<file path="config.mk">
export PLATFORM = sky130hd
export DESIGN_NAME = arbiter_n_m_flat
export DESIGN_NICKNAME = d
export VERILOG_FILES = /design/src/rtl/arb_pkg.sv /design/src/rtl/arbiter_n_m_if.sv /design/src/rtl/arb_rr_pick.sv /design/src/rtl/arbiter_n_m.sv /design/src/flat_wrapper.sv
export SDC_FILE = /design/constraint.sdc
export NUM_CORES = 1
export LEC_CHECK = 0
export CORE_ASPECT_RATIO = 0.7
export CORE_MARGIN = 3
export CORE_UTILIZATION = 60
export CTS_CLUSTER_DIAMETER = 80
export DETAILED_ROUTE_END_ITERATION = 8
export DONT_BUFFER_PORTS = 1
export PLACE_DENSITY_LB_ADDON = 0.05
export SLEW_MARGIN = 20
export SYNTH_ARGS = -nofsm -noshare
export SYNTH_HDL_FRONTEND = slang
export SYNTH_HIERARCHICAL = 1
export SYNTH_SLANG_ARGS = --single-unit
</file>
<file path="constraint.sdc">
create_clock -name clk -period 18.3 [get_ports clk]
set_input_delay 0 -clock clk [delete_from_list [all_inputs] [get_ports clk]]
set_output_delay 0 -clock clk [all_outputs]
set_load 0.03 [all_outputs]
</file>
<file path="src/rtl/arb_pkg.sv">
`default_nettype none
// +----------------------------------------------------------------------------+
// | arb_pkg : shared types, mode encodings and bit helpers for arbiter_n_m     |
// | Rev 1.0                                                                    |
// +----------------------------------------------------------------------------+
package arb_pkg;

  localparam int unsigned ARB_MAX_N = 32;
  localparam int unsigned ARB_IDX_W = 5;

  localparam logic ARB_MODE_RR    = 1'b0;
  localparam logic ARB_MODE_FIXED = 1'b1;

  typedef logic [ARB_MAX_N-1:0] arb_vec_t;

  // Rotate the low n bits of v right by sh, so bit sh lands at position 0.
  function automatic arb_vec_t arb_rotr(input arb_vec_t v, input int unsigned sh,
                                        input int unsigned n);
    arb_vec_t r;
    int unsigned k;
    r = '0;
    for (int unsigned i = 0; i < ARB_MAX_N; i++) begin
      if (i < n) begin
        k = (i + sh) % n;
        r[i[ARB_IDX_W-1:0]] = v[k[ARB_IDX_W-1:0]];
      end
    end
    return r;
  endfunction

  function automatic int unsigned arb_first_set(input arb_vec_t v);
    int unsigned pos;
    pos = ARB_MAX_N;
    for (int i = ARB_MAX_N - 1; i >= 0; i--) begin
      if (v[i[ARB_IDX_W-1:0]]) pos = unsigned'(i);
    end
    return pos;
  endfunction

  function automatic int unsigned arb_popcount(input arb_vec_t v);
    int unsigned c;
    c = 0;
    for (int unsigned i = 0; i < ARB_MAX_N; i++) begin
      if (v[i[ARB_IDX_W-1:0]]) c++;
    end
    return c;
  endfunction

endpackage
`default_nettype wire

</file>
<file path="src/rtl/arbiter_n_m_if.sv">
`default_nettype none
// +----------------------------------------------------------------------------+
// | arbiter_n_m_if : request/grant bundle between requesters and arbiter_n_m   |
// | Rev 1.0                                                                    |
// +----------------------------------------------------------------------------+
interface arbiter_n_m_if #(
  parameter int N_REQ = 5,
  parameter int N_GNT = 2
);
  localparam int PTR_W = $clog2(N_REQ);
  localparam int CNT_W = $clog2(N_GNT + 1);

  logic [N_REQ-1:0] req_in;
  logic             valid;
  logic             mode_fixed;
  logic [N_REQ-1:0] grant_out;
  logic             gnt_valid;
  logic [CNT_W-1:0] gnt_count;
  logic [PTR_W-1:0] ptr_out;

  modport master (
    output req_in, valid, mode_fixed,
    input  grant_out, gnt_valid, gnt_count, ptr_out
  );

  modport slave (
    input  req_in, valid, mode_fixed,
    output grant_out, gnt_valid, gnt_count, ptr_out
  );
endinterface
`default_nettype wire

</file>
<file path="src/rtl/arb_rr_pick.sv">
`default_nettype none
// +----------------------------------------------------------------------------+
// | arb_rr_pick : first set request at or after i_start, wrapping modulo N_REQ |
// | Rev 1.0                                                                    |
// +----------------------------------------------------------------------------+
module arb_rr_pick
  import arb_pkg::*;
#(
  parameter  int N_REQ = 5,
  localparam int PTR_W = $clog2(N_REQ)
) (
  input  logic [N_REQ-1:0] i_req,
  input  logic [PTR_W-1:0] i_start,
  output logic [N_REQ-1:0] o_onehot,
  output logic [PTR_W-1:0] o_idx,
  output logic             o_found
);

  arb_vec_t w_rot;

  // Rotating by the start index turns the wrapped scan into a lowest-bit search.
  always_comb begin
    w_rot    = arb_rotr(arb_vec_t'(i_req), 32'(i_start), N_REQ);
    o_found  = (w_rot != '0);
    o_idx    = i_start;
    o_onehot = '0;
    if (o_found) begin
      o_idx    = PTR_W'((32'(i_start) + arb_first_set(w_rot)) % N_REQ);
      o_onehot = N_REQ'(1) << o_idx;
    end
  end

endmodule
`default_nettype wire

</file>
<file path="src/rtl/arbiter_n_m.sv">
`default_nettype none
// +----------------------------------------------------------------------------+
// | arbiter_n_m : N-request / M-grant round-robin or fixed-priority arbiter    |
// | Rev 1.0                                                                    |
// +----------------------------------------------------------------------------+
module arbiter_n_m
  import arb_pkg::*;
#(
  parameter int N_REQ = 5,
  parameter int N_GNT = 2
) (
  input  logic          clk,
  input  logic          rst_n,
  arbiter_n_m_if.slave  bus
);

  localparam int PTR_W = $clog2(N_REQ);
  localparam int CNT_W = $clog2(N_GNT + 1);

  logic [N_GNT-1:0][N_REQ-1:0] w_req;
  logic [N_GNT-1:0][N_REQ-1:0] w_hot;
  logic [N_GNT-1:0][N_REQ-1:0] w_acc;
  logic [N_GNT-1:0][PTR_W-1:0] w_start;
  logic [N_GNT-1:0][PTR_W-1:0] w_idx;
  logic [N_GNT-1:0][PTR_W-1:0] w_nxt;
  logic [N_GNT-1:0]            w_found;

  logic [PTR_W-1:0] w_start0;
  logic [N_REQ-1:0] w_grant;
  logic [CNT_W-1:0] w_count;
  logic             w_rr;

  logic [N_REQ-1:0] r_grant;
  logic [CNT_W-1:0] r_count;
  logic             r_valid;
  logic [PTR_W-1:0] r_ptr;

  assign w_rr     = (bus.mode_fixed == ARB_MODE_RR);
  assign w_start0 = w_rr ? r_ptr : '0;

  // Each stage removes its winner and resumes the scan just past it; a stage
  // that finds nothing passes its start through so w_nxt tracks the last winner.
  for (genvar g = 0; g < N_GNT; g++) begin : g_stage
    if (g == 0) begin : g_first
      assign w_req[g]   = bus.req_in;
      assign w_start[g] = w_start0;
      assign w_acc[g]   = w_hot[g];
    end else begin : g_next
      assign w_req[g]   = w_req[g-1] & ~w_hot[g-1];
      assign w_start[g] = w_nxt[g-1];
      assign w_acc[g]   = w_acc[g-1] | w_hot[g];
    end

    arb_rr_pick #(
      .N_REQ (N_REQ)
    ) u_pick (
      .i_req    (w_req[g]),
      .i_start  (w_start[g]),
      .o_onehot (w_hot[g]),
      .o_idx    (w_idx[g]),
      .o_found  (w_found[g])
    );

    assign w_nxt[g] = !w_found[g]                    ? w_start[g] :
                      (w_idx[g] == PTR_W'(N_REQ - 1)) ? '0         :
                                                        w_idx[g] + PTR_W'(1);
  end

  assign w_grant = w_acc[N_GNT-1];
  assign w_count = CNT_W'(arb_popcount(arb_vec_t'(w_grant)));

  always_ff @(posedge clk or negedge rst_n) begin
    if (!rst_n) begin
      r_grant <= '0;
      r_count <= '0;
      r_valid <= 1'b0;
      r_ptr   <= '0;
    end else if (bus.valid) begin
      r_grant <= w_grant;
      r_count <= w_count;
      r_valid <= |w_grant;
      if (w_rr && |w_grant) begin
        r_ptr <= w_nxt[N_GNT-1];
      end
    end else begin
      r_grant <= '0;
      r_count <= '0;
      r_valid <= 1'b0;
    end
  end

  assign bus.grant_out = r_grant;
  assign bus.gnt_count = r_count;
  assign bus.gnt_valid = r_valid;
  assign bus.ptr_out   = r_ptr;

endmodule
`default_nettype wire

</file>
<file path="src/flat_wrapper.sv">
// flat-port wrapper written by rule: the top's interface ports become plain ports
module arbiter_n_m_flat import arb_pkg::*;
#(
  parameter int N_REQ = 5,
  parameter int N_GNT = 2
)
  (clk, rst_n, bus_req_in, bus_valid, bus_mode_fixed, bus_grant_out, bus_gnt_valid, bus_gnt_count, bus_ptr_out);
  arbiter_n_m_if #(.N_REQ(N_REQ), .N_GNT(N_GNT)) bus_i ();
  input  logic clk;
  input  logic rst_n;
  input wire logic [$bits(bus_i.req_in)-1:0] bus_req_in;
  input wire logic [$bits(bus_i.valid)-1:0] bus_valid;
  input wire logic [$bits(bus_i.mode_fixed)-1:0] bus_mode_fixed;
  output wire logic [$bits(bus_i.grant_out)-1:0] bus_grant_out;
  output wire logic [$bits(bus_i.gnt_valid)-1:0] bus_gnt_valid;
  output wire logic [$bits(bus_i.gnt_count)-1:0] bus_gnt_count;
  output wire logic [$bits(bus_i.ptr_out)-1:0] bus_ptr_out;
  assign bus_i.req_in = bus_req_in;
  assign bus_i.valid = bus_valid;
  assign bus_i.mode_fixed = bus_mode_fixed;
  assign bus_grant_out = bus_i.grant_out;
  assign bus_gnt_valid = bus_i.gnt_valid;
  assign bus_gnt_count = bus_i.gnt_count;
  assign bus_ptr_out = bus_i.ptr_out;
  arbiter_n_m #(.N_REQ(N_REQ), .N_GNT(N_GNT)) u_core (.clk(clk), .rst_n(rst_n), .bus(bus_i));
endmodule
</file>
==> flow_metrics.env <==
export IMPL_setup_viol=0
export IMPL_grt_pass1_vias=5620
export IMPL_post_place_ws_ns=-0.2739
export IMPL_worstSetupPathType="reg -> reg"
export IMPL_hold_viol=0
export IMPL_status="completed"
export IMPL_pin_count=20
export IMPL_path_buf_inv=12
export IMPL_yosys_area_share_adder_pct=15.03
export IMPL_yosysTopAreaCell="ha_1"
export IMPL_synth_area_leaders="ha_1 14%, dfrtp_1 4.6%, a21oi_1 4.1%"
export IMPL_max_freq_mhz=57.59
export IMPL_firstDrtPassIters=5
export IMPL_clock_latency_ns=0.24
export IMPL_diodes=0
export IMPL_cts_path_max_buffers=2
export IMPL_timing_slew_headroom_pct=50.46
export IMPL_die_h_um=89.50
export IMPL_fin_skew_ns=0.002946
export IMPL_dieWidth_um=125.3
export IMPL_vias=6405
export IMPL_initial_core_util_pct=63.83
export IMPL_whs_ns=0.04034
export IMPL_drv_cap=0
export IMPL_synthMuxAreaShare_pct=7.768
export IMPL_max_stage_delay_ns=0.52
export IMPL_grt_max_degree=39
export IMPL_synth_top_flop_cell="dfrtp_1"
export IMPL_synth_most_common_cell="ha_1"
export IMPL_clk_pin_slew_worst_paths_ns=0.04
export IMPL_crit_slowest_cell="mux4_2"
export IMPL_io_buffers=0
export IMPL_dp_hpwl_um=12890
export IMPL_syn_nets=848
export IMPL_grt_pass1_wl_um=27630
export IMPL_worstSetupStartpointType="register"
export IMPL_async_flop_share_pct=100.0
export IMPL_drt_initial_drc_count=619
export IMPL_slew_violations=0
export IMPL_die_area_mm2=0.01121
export IMPL_synth_simple_area_share_pct=23.97
export IMPL_nNetsFinal=861
export IMPL_layout_drive_gt1_share_pct=21.25
export IMPL_syn_to_final_growth_pct=8.794
export IMPL_critPathTopFamily="compound AO/OA/AOI/OAI gates"
export IMPL_htree_num_levels=1
export IMPL_synth_warnings=6
export IMPL_netlist_instances=769
export IMPL_clock_sinks=11
export IMPL_rows=29
export IMPL_grt_overflow=0
export IMPL_syn_avg_cell_area_um2=7.771
export IMPL_final_antenna_net_count=0
export IMPL_synth_top_cell_area_share_pct=14.03
export IMPL_crit_arrival_ns=17.48
export IMPL_cts_tree="done"
export IMPL_synth_compound_area_share_pct=39.22
export IMPL_hold_path_class="in -> reg"
export IMPL_synth_cell_types=123
export IMPL_synth_edf_count=0
export IMPL_path_common_cell="ha_1"
export IMPL_antenna_found_initial=0
export IMPL_cts_buffers=3
export IMPL_synth_ff_latch_count=11
export IMPL_viasPerCell=7.077
export IMPL_setup_tns_final_ns=0
export IMPL_wl_per_cell_um=19.28
export IMPL_synth_top_family_by_area="compound AO/OA/AOI/OAI gates"
export IMPL_core_mm2=0.009361
export IMPL_end_kind="register"
export IMPL_netlist_top_cells_count="67 x ha_1, 49 x a21oi_1, 49 x nand2_1, 47 x inv_1, 47 x nor2_1"
export IMPL_place_gp_congestion=0.9908
export IMPL_syn_area_mm2=0.005976
export IMPL_cts_root_buf="clkbuf_16"
export IMPL_r2r_setup_slack_ns=0.94
export IMPL_setup_ws_ns=0.9364
export IMPL_track_usage_pct=29.01
export IMPL_yosysSeqAreaShare_pct=4.606
export IMPL_wl_um=17450
export IMPL_required_ns=18.42
export IMPL_layout_min_cycle_time_ns=17.36
export IMPL_worst_pin_slew_ns=0.7328
export IMPL_synth_xor_area_share_pct=2.973
export IMPL_drc=0
export IMPL_path_max_fanout=14
export IMPL_fin_crit_sh_pct=94.88
-- worst paths after layout --
kind                                       start                      end  cells after the start
max                        u_core/bus.ptr_out[1]    u_core/bus.ptr_out[2]                     78
min                               bus_mode_fixed    u_core/bus.ptr_out[0]                      2
max reg2reg                u_core/bus.ptr_out[1]    u_core/bus.ptr_out[2]                     78
min reg2reg                u_core/bus.ptr_out[0]    u_core/bus.ptr_out[0]                      2
max in group asynchronous                  rst_n    u_core/bus.ptr_out[1]                      1
min in group asynchronous                  rst_n  u_core/bus.grant_out[2]                      1
-- metrics by stage --
stage               util (%)  instances  area [um2]
floorplan                  -        769        5976
global placement       65.65        889        6146
detailed placement     65.65        889        6146
CTS                    67.03        895        6275
global route           69.45        905        6501
finish                 69.45        905        6501
-- cells by family (layout without fill, tap and decap cells) --
logic type | after synthesis | count (layout)
buffers and inverters | 86 | 98
adder cells (fa/ha/maj) | 70 | 70
AO/OA/AOI/OAI | 290 | 290
XOR/XNOR | 17 | 17
flip-flops | 11 | 11
multiplexers | 38 | 38
AND/OR/NAND/NOR | 257 | 257
-- sequential cells by signal, summed over array words and instances, names as in the netlist --
| name | cells |
|---|---|
| u_core/bus.grant_out | 5 |
| u_core/bus.ptr_out | 3 |
| u_core/bus.gnt_count | 2 |
| u_core/bus.gnt_valid | 1 |
-- cell type report --
type	instances	area, um2
clock buffers	4	78.83
fillers	778	2860
inverters	59	230.2
multi-input cells	672	5492
flip-flops and latches	11	277.8
well taps	124	155.1
repair buffers	35	267.8
-- worst reg2reg max path: cells and delay by family, from the launching register on --
family                   cells  cell delay [ns]
buffers and inverters       12             1.58
AO/OA/AOI/OAI               25             5.20
flip-flops                   1             0.47
adder cells (fa/ha/maj)     15             4.32
multiplexers                 4             1.49
XOR/XNOR                     4             0.75
AND/OR/NAND/NOR             18             3.42
-- placed cells by master, fill, tap and decap left out, types with 9 or more instances in the layout --
master,instances
nand3_1,22
nand2_1,49
buf_4,33
nor2_1,45
nor2b_1,20
a211oi_1,11
o31ai_1,10
inv_1,45
and2_1,19
mux2i_1,22
nor3_1,13
and3_1,10
nand4_1,11
a21o_1,15
inv_2,10
o21ai_0,33
dfrtp_1,9
ha_1,62
a21oi_1,48
o211ai_1,13
-- timing repair --
action / CTS / global route
pin swaps: 0 / 8
endpoints found under the hold margin: 20 / 0
setup endpoints to repair: 5 / 11
hold buffers: 2 / 0
buffers inserted: 0 / 10
resized for setup: 4 / 35
-- routing by layer --
metal | up-vias | GRT usage, % | routed length (um)
li1 | 3010 | - | -
met1 | 3039 | 42.79 | 8176
met2 | 324 | 45.25 | 7315
met3 | 32 | 4.597 | 1751
met4 | 0 | 5.217 | 203
met5 | - | 0 | 0
Power is left out: the tool's default activity adds up to more than one toggle a clock period on the data nets, which glitch-free logic cannot reach.
